## src/rtl/vgg_pkg.sv

```systemverilog
`default_nettype none
// ============================================================================
// Module   : vgg_pkg
// Brief    : Shared widths, FSM state encoding and ReLU helper for the VGG16
//            datapath stages.
// Revision : 1.0 - initial release
// ============================================================================
package vgg_pkg;

    localparam int c_data_width = 32;
    localparam int c_cnt_w      = 16;

    typedef enum logic [0:0] {
        ST_IDLE   = 1'b0,
        ST_STREAM = 1'b1
    } state_t;

    // True when the pixel passes through ReLU unchanged (sign bit clear).
    function automatic logic relu_pass(input logic sign_bit);
        return ~sign_bit;
    endfunction

endpackage
`default_nettype wire

```

## src/rtl/pool_pos_tracker.sv

```systemverilog
`default_nettype none
// ============================================================================
// Module   : pool_pos_tracker
// Brief    : Raster row/column tracking with stride phase counters; flags
//            stride-aligned window completion and the last pixel of a frame.
// Revision : 1.0 - initial release
// ============================================================================
module pool_pos_tracker
    import vgg_pkg::*;
#(
    parameter int IMG_W  = 8,
    parameter int IMG_H  = 8,
    parameter int POOL_K = 3,
    parameter int STRIDE = 2,
    parameter int CNT_W  = c_cnt_w
) (
    input  logic clk,
    input  logic rst,
    input  logic i_clear,
    input  logic i_adv,
    output logic o_win_flag,
    output logic o_eof
);

    localparam logic [CNT_W-1:0] c_k_edge   = CNT_W'(POOL_K - 1);
    localparam logic [CNT_W-1:0] c_ph_last  = CNT_W'(STRIDE - 1);
    localparam logic [CNT_W-1:0] c_col_last = CNT_W'(IMG_W - 1);
    localparam logic [CNT_W-1:0] c_row_last = CNT_W'(IMG_H - 1);

    logic [CNT_W-1:0] r_col;
    logic [CNT_W-1:0] r_row;
    logic [CNT_W-1:0] r_col_ph;
    logic [CNT_W-1:0] r_row_ph;
    logic             w_col_last;
    logic             w_row_last;

    assign w_col_last = (r_col == c_col_last);
    assign w_row_last = (r_row == c_row_last);
    assign o_eof      = w_col_last & w_row_last;

    // Phase counters hold (pos - (K-1)) mod STRIDE once pos reaches K-1.
    assign o_win_flag = (r_row >= c_k_edge) && (r_col >= c_k_edge) &&
                        (r_row_ph == '0) && (r_col_ph == '0);

    always_ff @(posedge clk or negedge rst) begin
        if (!rst) begin
            r_col    <= '0;
            r_row    <= '0;
            r_col_ph <= '0;
            r_row_ph <= '0;
        end else if (i_clear) begin
            r_col    <= '0;
            r_row    <= '0;
            r_col_ph <= '0;
            r_row_ph <= '0;
        end else if (i_adv) begin
            if (w_col_last) begin
                r_col    <= '0;
                r_col_ph <= '0;
                if (w_row_last) begin
                    r_row    <= '0;
                    r_row_ph <= '0;
                end else begin
                    r_row <= r_row + CNT_W'(1);
                    if (r_row >= c_k_edge)
                        r_row_ph <= (r_row_ph == c_ph_last) ? '0 : r_row_ph + CNT_W'(1);
                end
            end else begin
                r_col <= r_col + CNT_W'(1);
                if (r_col >= c_k_edge)
                    r_col_ph <= (r_col_ph == c_ph_last) ? '0 : r_col_ph + CNT_W'(1);
            end
        end
    end

endmodule
`default_nettype wire

```

## src/rtl/relu_pool_feeder.sv

```systemverilog
`default_nettype none
// ============================================================================
// Module   : relu_pool_feeder
// Brief    : ReLU stage feeding the 3x3 max-pool; frame FSM, window strobe
//            delay line, window count and overrun status.
// Revision : 1.0 - initial release
// ============================================================================
module relu_pool_feeder
    import vgg_pkg::*;
#(
    parameter int DATA_WIDTH = c_data_width,
    parameter int IMG_W      = 8,
    parameter int IMG_H      = 8,
    parameter int POOL_K     = 3,
    parameter int STRIDE     = 2,
    parameter int WIN_DLY    = 2,
    parameter int CNT_W      = c_cnt_w
) (
    input  logic                  clk,
    input  logic                  rst,
    input  logic                  i_start,
    input  logic [DATA_WIDTH-1:0] i_data,
    input  logic                  i_valid,
    output logic [DATA_WIDTH-1:0] o_data,
    output logic                  o_valid,
    output logic                  o_win_valid,
    output logic                  o_frame_done,
    output logic [CNT_W-1:0]      o_win_cnt,
    output logic                  o_overrun
);

    state_t r_state;
    logic   w_stream;
    logic   w_accept;
    logic   w_eof;
    logic   w_win_flag;
    logic   w_win_hit;
    logic   w_win_pre;

    assign w_stream  = (r_state == ST_STREAM);
    // A restart drops the concurrent pixel unless it is the frame's last one.
    assign w_accept  = i_valid & w_stream & (~i_start | w_eof);
    assign w_win_hit = w_accept & w_win_flag;

    pool_pos_tracker #(
        .IMG_W  (IMG_W),
        .IMG_H  (IMG_H),
        .POOL_K (POOL_K),
        .STRIDE (STRIDE),
        .CNT_W  (CNT_W)
    ) u_pos (
        .clk        (clk),
        .rst        (rst),
        .i_clear    (i_start),
        .i_adv      (w_accept),
        .o_win_flag (w_win_flag),
        .o_eof      (w_eof)
    );

    generate
        if (WIN_DLY == 0) begin : g_no_dly
            assign w_win_pre = w_win_hit;
        end else begin : g_dly_line
            logic [WIN_DLY-1:0] r_dly;
            always_ff @(posedge clk or negedge rst) begin
                if (!rst) begin
                    r_dly <= '0;
                end else if (i_start) begin
                    r_dly <= '0;
                end else begin
                    r_dly[0] <= w_win_hit;
                    for (int i = 1; i < WIN_DLY; i++)
                        r_dly[i] <= r_dly[i-1];
                end
            end
            assign w_win_pre = r_dly[WIN_DLY-1];
        end
    endgenerate

    always_ff @(posedge clk or negedge rst) begin
        if (!rst) begin
            r_state      <= ST_IDLE;
            o_data       <= '0;
            o_valid      <= 1'b0;
            o_win_valid  <= 1'b0;
            o_frame_done <= 1'b0;
            o_win_cnt    <= '0;
            o_overrun    <= 1'b0;
        end else begin
            o_valid      <= w_accept;
            o_frame_done <= w_accept & w_eof;
            if (w_accept)
                o_data <= relu_pass(i_data[DATA_WIDTH-1]) ? i_data : '0;
            if (i_valid && !w_stream)
                o_overrun <= 1'b1;

            if (i_start) begin
                o_win_valid <= 1'b0;
                o_win_cnt   <= '0;
            end else begin
                o_win_valid <= w_win_pre;
                if (w_win_pre)
                    o_win_cnt <= o_win_cnt + CNT_W'(1);
            end

            case (r_state)
                ST_IDLE:   if (i_start) r_state <= ST_STREAM;
                ST_STREAM: if (w_accept && w_eof && !i_start) r_state <= ST_IDLE;
                default:   r_state <= ST_IDLE;
            endcase
        end
    end

endmodule
`default_nettype wire

```

## config.mk

```make
export PLATFORM = sky130hd
export DESIGN_NAME = relu_pool_feeder
export DESIGN_NICKNAME = d
export VERILOG_FILES = /design/src/rtl/vgg_pkg.sv /design/src/rtl/pool_pos_tracker.sv /design/src/rtl/relu_pool_feeder.sv
export SDC_FILE = /design/constraint.sdc
export NUM_CORES = 1
export LEC_CHECK = 0
export CORE_MARGIN = 8
export CORE_UTILIZATION = 29
export CTS_CLUSTER_SIZE = 25
export DETAILED_ROUTE_END_ITERATION = 7
export PLACE_DENSITY_LB_ADDON = 0.12
export SYNTH_ARGS = -nofsm -noshare
export SYNTH_HDL_FRONTEND = slang
export SYNTH_SLANG_ARGS = --single-unit
```

## constraint.sdc

```tcl
create_clock -name clk -period 3.9 [get_ports clk]
set_clock_uncertainty 0.2 [all_clocks]
set_input_delay 0.78 -clock clk [delete_from_list [all_inputs] [get_ports clk]]
set_output_delay 0.78 -clock clk [all_outputs]
set_load 0.02 [all_outputs]
```

Word-level counts from Yosys, hierarchy flattened --
Index checks and enable logic that the tools add are counted.
Word-level totals: output and inout bits 52, logic and storage cells 75, flip-flop bits (word level) 119
Cells by class: bitwise operators 8, reduce and logical (&&, ||, !) cells 18, add/subtract/negate cells 5, eq/ne operators 4, muxes and demuxes 26, magnitude comparators 2
Operator list (count):
- two-way mux 16 bit | 20
- adder 16 x 1 -> 16 bit (second input constant) | 5
- == test 16 x 1 -> 1 bit (second input constant) | 2
- == test 16 x 3 -> 1 bit (second input constant) | 2
- >= comparator 16 x 2 -> 1 bit (second input constant) | 2
- zero test 16 bit | 2
- two-way mux 31 bit | 1
- logical AND 1 bit | 6
- nonzero test 2 bit | 3
- nonzero test 3 bit | 2
- bitwise AND 1 bit | 5
- AND reduction 2 bit | 2
- two-way mux 1 bit | 3
- AND reduction 3 bit | 1
- zero test 1 bit | 2
- two-way mux 2 bit | 1
- inverter 1 bit | 2
- case mux 1 bit (2 select lines) | 1
- bitwise OR 1 bit | 1

Logic depth before layout (Yosys ltp) --
depth in word-level cells 8, depth in mapped cells 8

Modules after synthesis --
From an unflattened synthesis, not the netlist that was laid out.
Unflattened totals: cell total of the unflattened synthesis 638, area, all modules 6059.6 µm²
By module, submodules not included:
- pool_pos_tracker | area each 3734.8 µm², cells each 408, times used 1, seq. area each 1601.5 µm²
- relu_pool_feeder | area each 2324.7 µm², cells each 230, times used 1, seq. area each 1351.3 µm²

Least setup slack after synthesis --
Ideal clock, no wire load.
path kind input -> register, from input i_start, to register o_data[22], stages on the path 5, arrival time 1976 ps, required time 3575 ps, setup time 125 ps, path slack 1599 ps, cell sequence buf_2 -> inv_1 -> o21ai_1 -> buf_2 -> mux2_2
Between the ends: longest elaborated chain between the ends 3
Ends and longest elaborated chain:
- from (decl) | line relu_pool_feeder.sv:21 | input logic i_start,
- inverter 1 bit | line relu_pool_feeder.sv:42 | assign w_accept = i_valid & w_stream & (~i_start | w_eof);
- bitwise OR 1 bit | line relu_pool_feeder.sv:42
- bitwise AND 1 bit | line relu_pool_feeder.sv:42
- to (signal assigned) | line relu_pool_feeder.sv:93 | o_data <= relu_pass(i_data[DATA_WIDTH-1]) ? i_data : '0;
- to (decl) | line relu_pool_feeder.sv:24 | output logic [DATA_WIDTH-1:0] o_data,
No other way between the ends. A chain may end at the register's enable or synchronous reset.

Worst setup path in the final report --
from input i_valid, to register u_pos.r_row_ph[12]
Between the ends: longest elaborated chain between the ends 4
Ends and longest elaborated chain:
- from (decl) | line relu_pool_feeder.sv:23 | input logic i_valid,
- bitwise AND 1 bit (2 in series) | line relu_pool_feeder.sv:42
- nonzero test 2 bit (no line)
- AND reduction 3 bit (no line)
- to (signal assigned) | line pool_pos_tracker.sv:66 | r_row_ph <= (r_row_ph == c_ph_last) ? '0 : r_row_ph + CNT_W'(1);
- to (decl) | line pool_pos_tracker.sv:33 | logic [CNT_W-1:0] r_row_ph;
No other way between the ends.

==> impl_metrics.py <==
metrics = {
    "logic_synthesis": {
        "synth_cell_type_count": 60,
        "ys_seq_area_share_pct": 47.29,
        "synth_compound_gate_area_share_pct": 11.68,
        "yosysTopAreaCell": "dfrtp_1",
        "post_synth_inst_count": 619,
        "synth-main-ff-cell": "dfrtp_1",
        "synth_top_family_by_area": "simple AND/OR/NAND/NOR gates",
        "synthMostInstantiatedCell": "dfrtp_1",
        "yosys.area_share.simple_pct": 24.31,
        "synth.area.top_cells": "dfrtp_1 47%, mux2_2 6.1%, nor2b_1 3.4%",
        "synth_commonest_cells": "118 x dfrtp_1, 54 x nor2_1, 34 x mux2_2, 34 x nor2b_1, 33 x nand2_1",
        "post_synth_mux_area_share_pct": 6.774,
        "mappedNetlistNets": 666,
        "synth_async_sr_flop_share_pct": 100.0,
        "mapped_area_um2": 6243,
        "ys_warn_count": 0,
        "synth.top_cell.area_share_pct": 47.29,
        "area_share_of_fa_ha_maj_cells_after_synthesis_pct": 2.204,
        "synth_xor_xnor_area_share_pct": 4.208,
        "synth_seq_cells": 118,
        "synth_edf_count": 0,
        "synth.avg_cell_area_um2": 10.09,
    },
    "floorplanning": {
        "io_pins": 88,
        "floorplan.initialDensity_pct": 29.61,
        "die_x_um": 162.7,
        "placement_rows": 53,
        "core_um2": 21090,
        "die_y_um": 162.7,
        "die-area_um2": 26480,
    },
    "global_route": {
        "wire_length_of_the_first_global_routing_pass_um": 27110,
        "grt_overflow": 0,
        "via_count_of_the_first_global_routing_pass": 5107,
        "grt_start_max_net_pins": 50,
        "grt_util_all_layers_pct": 12.62,
        "antenna_found_initial": 0,
    },
    "clock_tree": {
        "root_buffer_master": "clkbuf_16",
        "number_of_clock_buffers_inserted_by_tritoncts": 17,
        "clk_pin_slew_ns": 0.06,
        "cts_hold_repair.buffers": 0,
        "clk_latency_ns": 0.41,
        "postCtsSetupRepairBufs": 0,
        "tritoncts_clock_tree": "yes",
        "postCtsResizedCells": 0,
        "cts_htree_levels": 4,
        "clk_path_buf_depth": 2,
        "cts.sinks": 118,
    },
    "route": {
        "drt-pass1-iter-count": 4,
        "finalWirelength_um": 16400,
        "via_per_inst": 5.023,
        "routedWlPerCell_um": 16.47,
        "detailed_route_iter0_violations": 315,
        "detail_route.drc_violations": 0,
        "antenna_violating_nets_post_route": 0,
        "num_vias": 5003,
    },
    "finish": {
        "finalNetCount": 755,
        "antennaDiodeCount": 0,
        "area_growth_from_synthesis_to_layout_pct": 27.52,
        "final_layout_size_suffix_gt1_share_pct": 13.59,
    },
    "hold_path": {
        "hold_path_class": "in2async",
    },
    "power": {
        "power.leakage_uw": 0.003241,
        "peakVddDrop_v": 0.0002309,
        "powerDensity_nw_per_um2": 394.2,
    },
    "placed_design": {
        "pre_cts_slack_ns": 0.6556,
        "place.port_buffers": 86,
        "dpl.hpwl_um": 11470,
        "place_congestion": 0.7627,
    },
    "worst_setup_path": {
        "worst-setup-path-type": "in2reg",
        "critPathLaunchType": "input port",
        "timing.critical_path.fanout_max": 14,
        "critical_path.endpoint_type": "register",
        "crit_arrival_ns": 2.95,
        "cp.required_ns": 4.03,
    },
    "outcome": {
        "status": "completed",
    },
    "run": {
        "maxCapViolCount": 0,
    },
    "timing": {
        "postLayoutSetupSlackWorst_ns": 1.086,
        "tightestPinTransition_ns": 0.7842,
        "final_slew_violations": 0,
        "setup_total_negative_slack_ns": 0,
        "post-route-min-period_ns": 2.814,
        "grt_setup_unrepaired": "false",
        "timing.final.hold_violations": 0,
        "fmax_ghz": 0.3554,
        "relSlewSlack_pct": 47.63,
        "post-route-period-util_pct": 72.15,
        "finalSetupViolCount": 0,
    },
}
[metrics by stage]
stage | hold slack (ns) | std cells | power (uW) | instance area, um^2 | util [%]
detailed placement | 0.2511 | 964 | 1658 | 7393 | 35.06
CTS | 0.2414 | 996 | 3183 | 7961 | 37.75
floorplan | 0.2385 | 619 | 1473 | 6243 | -
global placement | 0.2492 | 964 | 1652 | 7393 | 35.06
global route | 0.2690 | 996 | 3262 | 7961 | 37.75
finish | 0.2231 | 996 | 3138 | 7961 | 37.75
[critical path: stages]
cell	delay, ns
clkdlybuf4s50_1	0.51
and2_1	0.37
o2111ai_2	0.44
buf_4	0.34
or3_1	0.38
mux2i_1	0.12
[state kept, by name, indices dropped and copies added (netlist names)]
register	flops
o_frame_done	1
o_valid	1
u_pos.r_col	16
u_pos.r_col_ph	16
g_dly_line.r_dly	2
o_win_cnt	16
o_overrun	1
o_data	31
u_pos.r_row_ph	16
u_pos.r_row	16
o_win_valid	1
r_state	1
[area by class of cell]
| type | count | area, um^2 |
|---|---|---|
| inverters | 24 | 90.09 |
| clock inverters | 14 | 128.9 |
| well taps | 275 | 344.1 |
| multi-input cells | 451 | 3078 |
| fillers | 2118 | 13130 |
| clock buffers | 18 | 439.2 |
| repair buffers | 96 | 928.4 |
| flip-flops and latches | 118 | 2953 |
[per-layer routing]
metal / global-route usage, % / up-vias / wire (um)
li1: - / 2427 / -
met1: 15.66 / 2499 / 7393
met2: 20.86 / 63 / 8267
met3: 3.387 / 14 / 546
met4: 4.212 / 0 / 195
met5: 0 / - / 0
[path summary, 6_finish.rpt]
check                                          end  depth (start not counted)           start  slack, ns
worst max-delay path            u_pos.r_row_ph[12]                          6         i_valid       1.09
worst min-delay path               u_pos.r_row[15]                          1             rst       0.22
worst max register to register   u_pos.r_row_ph[7]                          6  u_pos.r_row[8]       1.19
worst min register to register           o_overrun                          1       o_overrun       0.27
max in group asynchronous       u_pos.r_col_ph[14]                          2             rst       2.44
min in group clk                         o_overrun                          1       o_overrun       0.27
[cells in the final DEF, fill, tap and decap left out, types with 11 or more instances in the layout]
cell type,Yosys,layout
a21oi_1,18,18
xor2_1,18,18
or3_1,20,20
dfrtp_1,118,118
mux2_2,34,34
clkdlybuf4s50_1,0,84
a211oi_1,11,11
nand3_1,26,26
ha_1,11,11
or4_1,11,11
xnor2_1,12,12
nor2b_1,34,34
nor4_1,15,15
clkbuf_16,0,17
o21ai_0,18,18
nand4_1,16,16
nor2_1,54,54
buf_4,1,11
inv_1,24,24
nand2_1,33,33
nor3_1,19,19
[power by group]
group / switching (uW) / leakage, uW / internal [uW]
logic: 176 / 0.00136 / 160
clock network: 613 / 0.000273 / 897
registers: 23.7 / 0.00161 / 1270
total: 813 / 0.00324 / 2330
[logic make-up after synthesis]
| kind of cell | count (synthesis) |
|---|---|
| muxes | 38 |
| buffers and inverters | 50 |
| xor gates and xnor gates | 30 |
| AOI/OAI and AO/OA | 103 |
| DFF | 118 |
| other | 1 |
| adders and majority gates | 11 |
| and+or+nand+nor | 268 |
No activity file was read; power rests on OpenSTA's default activity.
